File: src/rtl/rng_harvest_if.sv
// Read-side bundle of rng_harvest: show-ahead valid/ready port plus FIFO status.
// master = harvester (drives data and status), slave = downstream consumer.
interface rng_harvest_if #(
  parameter int WIDTH = 32,
  parameter int DEPTH = 4
);
  logic                         rd_ready_i;
  logic                         rd_valid_o;
  logic [WIDTH-1:0]             rd_data_o;
  logic [$clog2(DEPTH+1)-1:0]   count_o;
  logic                         full_o;

  modport master (
    input  rd_ready_i,
    output rd_valid_o,
    output rd_data_o,
    output count_o,
    output full_o
  );

  modport slave (
    output rd_ready_i,
    input  rd_valid_o,
    input  rd_data_o,
    input  count_o,
    input  full_o
  );
endinterface

File: src/rtl/rng_harvest.sv
// Decimating sampler for the LHCA generator state word with repetition-count health
// test and a small show-ahead FIFO. Optional whitening: define RNG_HARVEST_WHITEN_EN.
//
// state  | meaning
// IDLE   | harvesting disabled, FIFO still readable
// WARMUP | captures feed the health test only, then discarded
// RUN    | captures feed the health test and are pushed
// FAIL   | repetition test tripped; waits for clear_fail_i
module rng_harvest #(
  parameter int WIDTH          = 32,
  parameter int DEPTH          = 4,
  parameter int SAMPLE_DIV     = 4,
  parameter int WARMUP_SAMPLES = 16,
  parameter int REP_LIMIT      = 4
) (
  input  logic             clk,
  input  logic             rst,
  input  logic             en_i,
  input  logic [WIDTH-1:0] rng_i,
  input  logic             clear_fail_i,
  output logic             health_fail_o,
  rng_harvest_if.master    rd
);

  localparam int PW = $clog2(DEPTH);
  localparam int CW = $clog2(DEPTH + 1);
  localparam int DW = (SAMPLE_DIV > 1) ? $clog2(SAMPLE_DIV) : 1;
  localparam int WW = (WARMUP_SAMPLES > 1) ? $clog2(WARMUP_SAMPLES) : 1;
  localparam int RW = $clog2(REP_LIMIT + 1);

  localparam logic [DW-1:0] DIV_LAST  = DW'(SAMPLE_DIV - 1);
  localparam logic [WW-1:0] WARM_LOAD = WW'(WARMUP_SAMPLES - 1);
  localparam logic [RW-1:0] REP_TRIP  = RW'(REP_LIMIT);
  localparam logic [CW-1:0] CNT_FULL  = CW'(DEPTH);

  typedef enum logic [1:0] {IDLE, WARMUP, RUN, FAIL} state_t;

  state_t           state;
  logic [DW-1:0]    div_cnt;
  logic [WW-1:0]    warm_cnt;
  logic [RW-1:0]    run_cnt;
  logic [WIDTH-1:0] last_cap;

  logic [WIDTH-1:0] mem [DEPTH];
  logic [PW-1:0]    wr_ptr;
  logic [PW-1:0]    rd_ptr;
  logic [CW-1:0]    count;

  logic             capture;
  logic             trip;
  logic             push;
  logic             pop;
  logic             full;
  logic [RW-1:0]    run_next;
  logic [WIDTH-1:0] store_word;

  // A capture in the same cycle en_i drops is suppressed: leaving for IDLE wins.
  always_comb begin
    capture  = 1'b0;
    run_next = RW'(1);
    trip     = 1'b0;
    if ((state == WARMUP || state == RUN) && en_i && div_cnt == DIV_LAST) begin
      capture = 1'b1;
    end
    if (rng_i == last_cap) begin
      run_next = run_cnt + RW'(1);
    end
    if (capture && run_next == REP_TRIP) begin
      trip = 1'b1;
    end
  end

`ifdef RNG_HARVEST_WHITEN_EN
  assign store_word = rng_i ^ last_cap;
`else
  assign store_word = rng_i;
`endif

  assign full = (count == CNT_FULL);
  assign push = capture && (state == RUN) && !trip && !full;
  assign pop  = (count != '0) && rd.rd_ready_i && !trip;

  always_ff @(posedge clk or negedge rst) begin
    if (!rst) begin
      state         <= IDLE;
      div_cnt       <= '0;
      warm_cnt      <= '0;
      run_cnt       <= '0;
      last_cap      <= '0;
      health_fail_o <= 1'b0;
    end else begin
      case (state)
        IDLE: begin
          if (en_i) begin
            state    <= WARMUP;
            div_cnt  <= '0;
            warm_cnt <= WARM_LOAD;
            run_cnt  <= '0;
          end
        end
        WARMUP, RUN: begin
          if (!en_i) begin
            state <= IDLE;
          end else begin
            div_cnt <= capture ? '0 : div_cnt + DW'(1);
            if (capture) begin
              if (trip) begin
                state         <= FAIL;
                health_fail_o <= 1'b1;
                last_cap      <= '0;
                run_cnt       <= '0;
              end else begin
                last_cap <= rng_i;
                run_cnt  <= run_next;
                if (state == WARMUP) begin
                  if (warm_cnt == '0) state <= RUN;
                  else                warm_cnt <= warm_cnt - WW'(1);
                end
              end
            end
          end
        end
        default: begin
          if (clear_fail_i) begin
            health_fail_o <= 1'b0;
            if (en_i) begin
              state    <= WARMUP;
              div_cnt  <= '0;
              warm_cnt <= WARM_LOAD;
              run_cnt  <= '0;
            end else begin
              state <= IDLE;
            end
          end
        end
      endcase
    end
  end

  // A trip flushes the FIFO on the same edge, overriding any pop.
  always_ff @(posedge clk or negedge rst) begin
    if (!rst) begin
      wr_ptr <= '0;
      rd_ptr <= '0;
      count  <= '0;
    end else if (trip) begin
      wr_ptr <= '0;
      rd_ptr <= '0;
      count  <= '0;
    end else begin
      if (push) wr_ptr <= wr_ptr + PW'(1);
      if (pop)  rd_ptr <= rd_ptr + PW'(1);
      case ({push, pop})
        2'b10:   count <= count + CW'(1);
        2'b01:   count <= count - CW'(1);
        default: count <= count;
      endcase
    end
  end

  always_ff @(posedge clk) begin
    if (push) mem[wr_ptr] <= store_word;
  end

  assign rd.rd_valid_o = (count != '0);
  assign rd.rd_data_o  = (count != '0) ? mem[rd_ptr] : '0;
  assign rd.count_o    = count;
  assign rd.full_o     = full;

endmodule

File: src/flat_wrapper.sv
// flat-port wrapper written by rule: the top's interface ports become plain ports
module rng_harvest_flat 
#(
  parameter int WIDTH          = 32,
  parameter int DEPTH          = 4,
  parameter int SAMPLE_DIV     = 4,
  parameter int WARMUP_SAMPLES = 16,
  parameter int REP_LIMIT      = 4
)
  (clk, rst, en_i, rng_i, clear_fail_i, health_fail_o, rd_rd_ready_i, rd_rd_valid_o, rd_rd_data_o, rd_count_o, rd_full_o);
  rng_harvest_if #(.WIDTH(WIDTH), .DEPTH(DEPTH)) rd_i ();
  input  logic clk;
  input  logic rst;
  input  logic en_i;
  input  logic [WIDTH-1:0] rng_i;
  input  logic clear_fail_i;
  output logic health_fail_o;
  input wire logic [$bits(rd_i.rd_ready_i)-1:0] rd_rd_ready_i;
  output wire logic [$bits(rd_i.rd_valid_o)-1:0] rd_rd_valid_o;
  output wire logic [$bits(rd_i.rd_data_o)-1:0] rd_rd_data_o;
  output wire logic [$bits(rd_i.count_o)-1:0] rd_count_o;
  output wire logic [$bits(rd_i.full_o)-1:0] rd_full_o;
  assign rd_i.rd_ready_i = rd_rd_ready_i;
  assign rd_rd_valid_o = rd_i.rd_valid_o;
  assign rd_rd_data_o = rd_i.rd_data_o;
  assign rd_count_o = rd_i.count_o;
  assign rd_full_o = rd_i.full_o;
  rng_harvest #(.WIDTH(WIDTH), .DEPTH(DEPTH), .SAMPLE_DIV(SAMPLE_DIV), .WARMUP_SAMPLES(WARMUP_SAMPLES), .REP_LIMIT(REP_LIMIT)) u_core (.clk(clk), .rst(rst), .en_i(en_i), .rng_i(rng_i), .clear_fail_i(clear_fail_i), .health_fail_o(health_fail_o), .rd(rd_i));
endmodule
File: config.mk
export PLATFORM = sky130hd
export DESIGN_NAME = rng_harvest_flat
export DESIGN_NICKNAME = d
export VERILOG_FILES = /design/src/rtl/rng_harvest_if.sv /design/src/rtl/rng_harvest.sv /design/src/flat_wrapper.sv
export SDC_FILE = /design/constraint.sdc
export NUM_CORES = 1
export LEC_CHECK = 0
export BUFFER_PORTS_ARGS = -buffer_cell sky130_fd_sc_hd__buf_4
export CORE_ASPECT_RATIO = 0.75
export CORE_MARGIN = 8
export CORE_UTILIZATION = 45
export CTS_CLUSTER_SIZE = 25
export DETAILED_ROUTE_END_ITERATION = 16
export SLEW_MARGIN = 30
export SYNTH_ARGS = -nofsm -noshare
export SYNTH_HDL_FRONTEND = slang
export SYNTH_SLANG_ARGS = --single-unit
File: constraint.sdc
create_clock -name clk -period 3.7 [get_ports clk]
set_clock_uncertainty 0.2 [all_clocks]
set_input_delay 0.37 -clock clk [delete_from_list [all_inputs] [get_ports clk]]
set_output_delay 0.37 -clock clk [all_outputs]
set_load 0.01 [all_outputs]
==> results_dict.tcl <==
set metrics [dict create \
    path_cells "dlygate4sd3_1 -> buf_4 -> xor2_1 -> nor4_1 -> nand4_2 -> nor4_4 -> nor2_1 -> ha_1 -> fa_1 -> xnor2_1 -> nor2_1 -> xnor2_1 -> nor2_1" \
    hold_class "primary input to register" \
    drive_above_1_share_pct 24.5 \
    hold_slack_ps 53.1 \
    fmax_mhz 294 \
    dp_slack_ps 381 \
    end_kind "register" \
    root_buffer "clkbuf_16" \
    crit_fanout 6 \
    first_pass_iters 4 \
    grt_pass1_wl_um 26600 \
    cp_num_buf_inv 2 \
    rsz0062_at_grt "false" \
    grt_pass1_vias 4812 \
    crit_type "primary input to register" \
    ioPinCount 75 \
    tightestPinTransition_ps 708 \
    gp_congestion 0.721 \
    hold_viol 0 \
    drtIter0Drc 316 \
    synth_area_per_cell_um2 15.0 \
    drc 0 \
    grt_antenna_before_repair 0 \
    avgRoutedWirePerCell_um 19.4 \
    cts_buffers 17 \
    grt_usage_pct 16.2 \
    post_cts_resized 0 \
    yosysWarnings 0 \
    syn-num-nets 562 \
    synth_edf_count 128 \
    coreArea_um2 16800 \
    crit_top_cell "nor2_1" \
    layout_commonest_cell "edfxtp_1" \
    cp.required_ps 3810 \
    cp_slowest_cell "dlygate4sd3_1" \
    dieHeight_um 129 \
    synth_area_um2 7670 \
    fillCellCount 1326 \
    num_rows 41 \
    clk_latency_ps 420 \
    async_flop_share_pct 28.5 \
    dpl-instance-area_um2 8510 \
    max_stage_delay_ps 550 \
    setup_tns_ps 0 \
    vias 4460 \
    cp_top_family "simple AND/OR/NAND/NOR gates" \
    cp-start-kind "primary input" \
    max_cap_viol_count 0 \
    finalWorstSetupSlack_ps 294 \
    dpl.hpwl_um 10400 \
    seq_area_frac_synth_pct 66.8 \
    mostFrequentLayoutCells "edfxtp_1, buf_4, nand2_1, dfrtp_1" \
    grt-ovfl-total 0 \
    htreeDepth 4 \
    peakVddDrop_v 0.000344 \
    design_area_um2 9440 \
    cts_tree "yes" \
    ys_ff_latch 179 \
    arrival_ps 3510 \
    cts_setup_buffers 0 \
    syn_to_final_growth_pct 23.1 \
    cts_max_path_buffers 2 \
    min_period_ps 3410 \
    synth_cell_types 45 \
    n_antenna_cell 0 \
    fin_crit_sh_pct 92.1 \
    finalSetupViolCount 0 \
    slew_viol_final 0 \
    grt_max_degree 52 \
    cts_num_sinks 179 \
    initial_utilization_pct 45.7 \
    synth-main-ff-cell "edfxtp_1" \
    p_leak_nw 3.67 \
    portBuffers 74 \
    via_per_inst 5.22 \
    status "complete, no violations" \
    antenna_left 0 \
    cellPowerDensity_nw_per_um2 620 \
    nets 677 \
    die_w_um 167 \
    syn-instance-count 512 \
    slew_headroom_pct 52.8 \
    routed_wl_um 16600 \
    clk_pin_slew_ps 60 \
    die-area_um2 21500 \
]
[cell type report]
cell class | count | area [um2] | share of cell area, %
Clock buffer | 19 | 433 | 4.59
Clock inverter | 13 | 165 | 1.75
Inverter | 14 | 52.6 | 0.557
Multi-Input combinational cell | 296 | 2400 | 25.4
Sequential cell | 179 | 5120 | 54.2
Tap cell | 215 | 269 | 2.85
Timing Repair Buffer | 119 | 1000 | 10.6
[where the power goes]
part / switching [mW] / internal (mW) / leakage, nW
registers: 0.163 / 2.37 / 1.82
clock network: 0.718 / 1.12 / 0.288
logic: 0.740 / 0.745 / 1.56
total: 1.62 / 4.23 / 3.67
[flip-flops by register name, indices dropped and copies added, names as in the netlist]
| signal | cells |
|---|---|
| u_core.mem | 128 |
| u_core.last_cap | 32 |
| u_core.warm_cnt | 4 |
| u_core.rd.count_o | 3 |
| u_core.run_cnt | 3 |
| u_core.div_cnt | 2 |
| u_core.rd_ptr | 2 |
| u_core.state | 2 |
| u_core.wr_ptr | 2 |
| u_core.health_fail_o | 1 |
[what timing repair did]
action,4_1_cts,5_1_grt
hold buffers,33,0
setup endpoints to repair,0,0
hold endpoints to repair,179,0
[Yosys cell counts (2+ instances only)]
library cell  number  area share, %
and3_1             2           0.16
nand4_2            2           0.33
a31oi_1            2           0.16
nand2b_1           4           0.33
inv_1             14           0.69
nand2_1           72            3.5
clkbuf_1          19           0.93
and2_1            36            2.9
nor3_1             5           0.33
nand3_1            5           0.33
mux2_2             3           0.44
ha_1              12            2.0
xnor2_1            2           0.23
buf_2              3           0.20
dfrtp_1           51             17
o21ai_0           33            2.2
nor2_1            12           0.59
nor4_1             7           0.57
a32o_1             2           0.26
nor3b_1            3           0.29
a21oi_1            5           0.33
xor2_1            36            4.1
edfxtp_1         128             50
mux4_2            32            9.4
a21o_1             2           0.20
[final timing paths]
kind | from | end | slack, ps | cells past startpoint
setup / recovery | rng_i[26] | u_core.rd.count_o[2] | 290 | 13
hold / removal | en_i | u_core.div_cnt[1] | 50 | 2
setup reg to reg | u_core.run_cnt[0] | u_core.rd.count_o[2] | 510 | 12
hold reg to reg | u_core.div_cnt[0] | u_core.div_cnt[0] | 300 | 1
max in group asynchronous | rst | u_core.rd_ptr[0] | 2460 | 2
min in group asynchronous | rst | u_core.health_fail_o | 330 | 2
[through the flow]
step | util (%) | instances | power, mW
3_3_place_gp | 50.7 | 790 | 4.01
5_1_grt | 56.3 | 855 | 6.18
4_1_cts | 56.3 | 855 | 5.93
2_1_floorplan | - | 512 | 3.49
3_5_place_dp | 50.7 | 790 | 4.06
6_report | 56.3 | 855 | 5.85
[cells by family (layout without fill, tap and decap cells)]
family	Yosys count	after routing	share of synthesized area, %
AND/OR/NAND/NOR	157	157	10.6
adder cells (fa/ha/maj)	13	13	2.22
flip-flops	179	179	66.8
multiplexers	36	36	9.97
AO/OA/AOI/OAI	52	52	4.11
buffers and inverters	37	165	1.96
XOR/XNOR	38	38	4.34
[layer usage]
layer / global-route usage, % / wire [um]
met1: 22.1 / 7900
met2: 25.2 / 7440
met3: 4.50 / 1040
met4: 4.65 / 206
met5: 0 / 0
(Power assumes the default switching activity.)
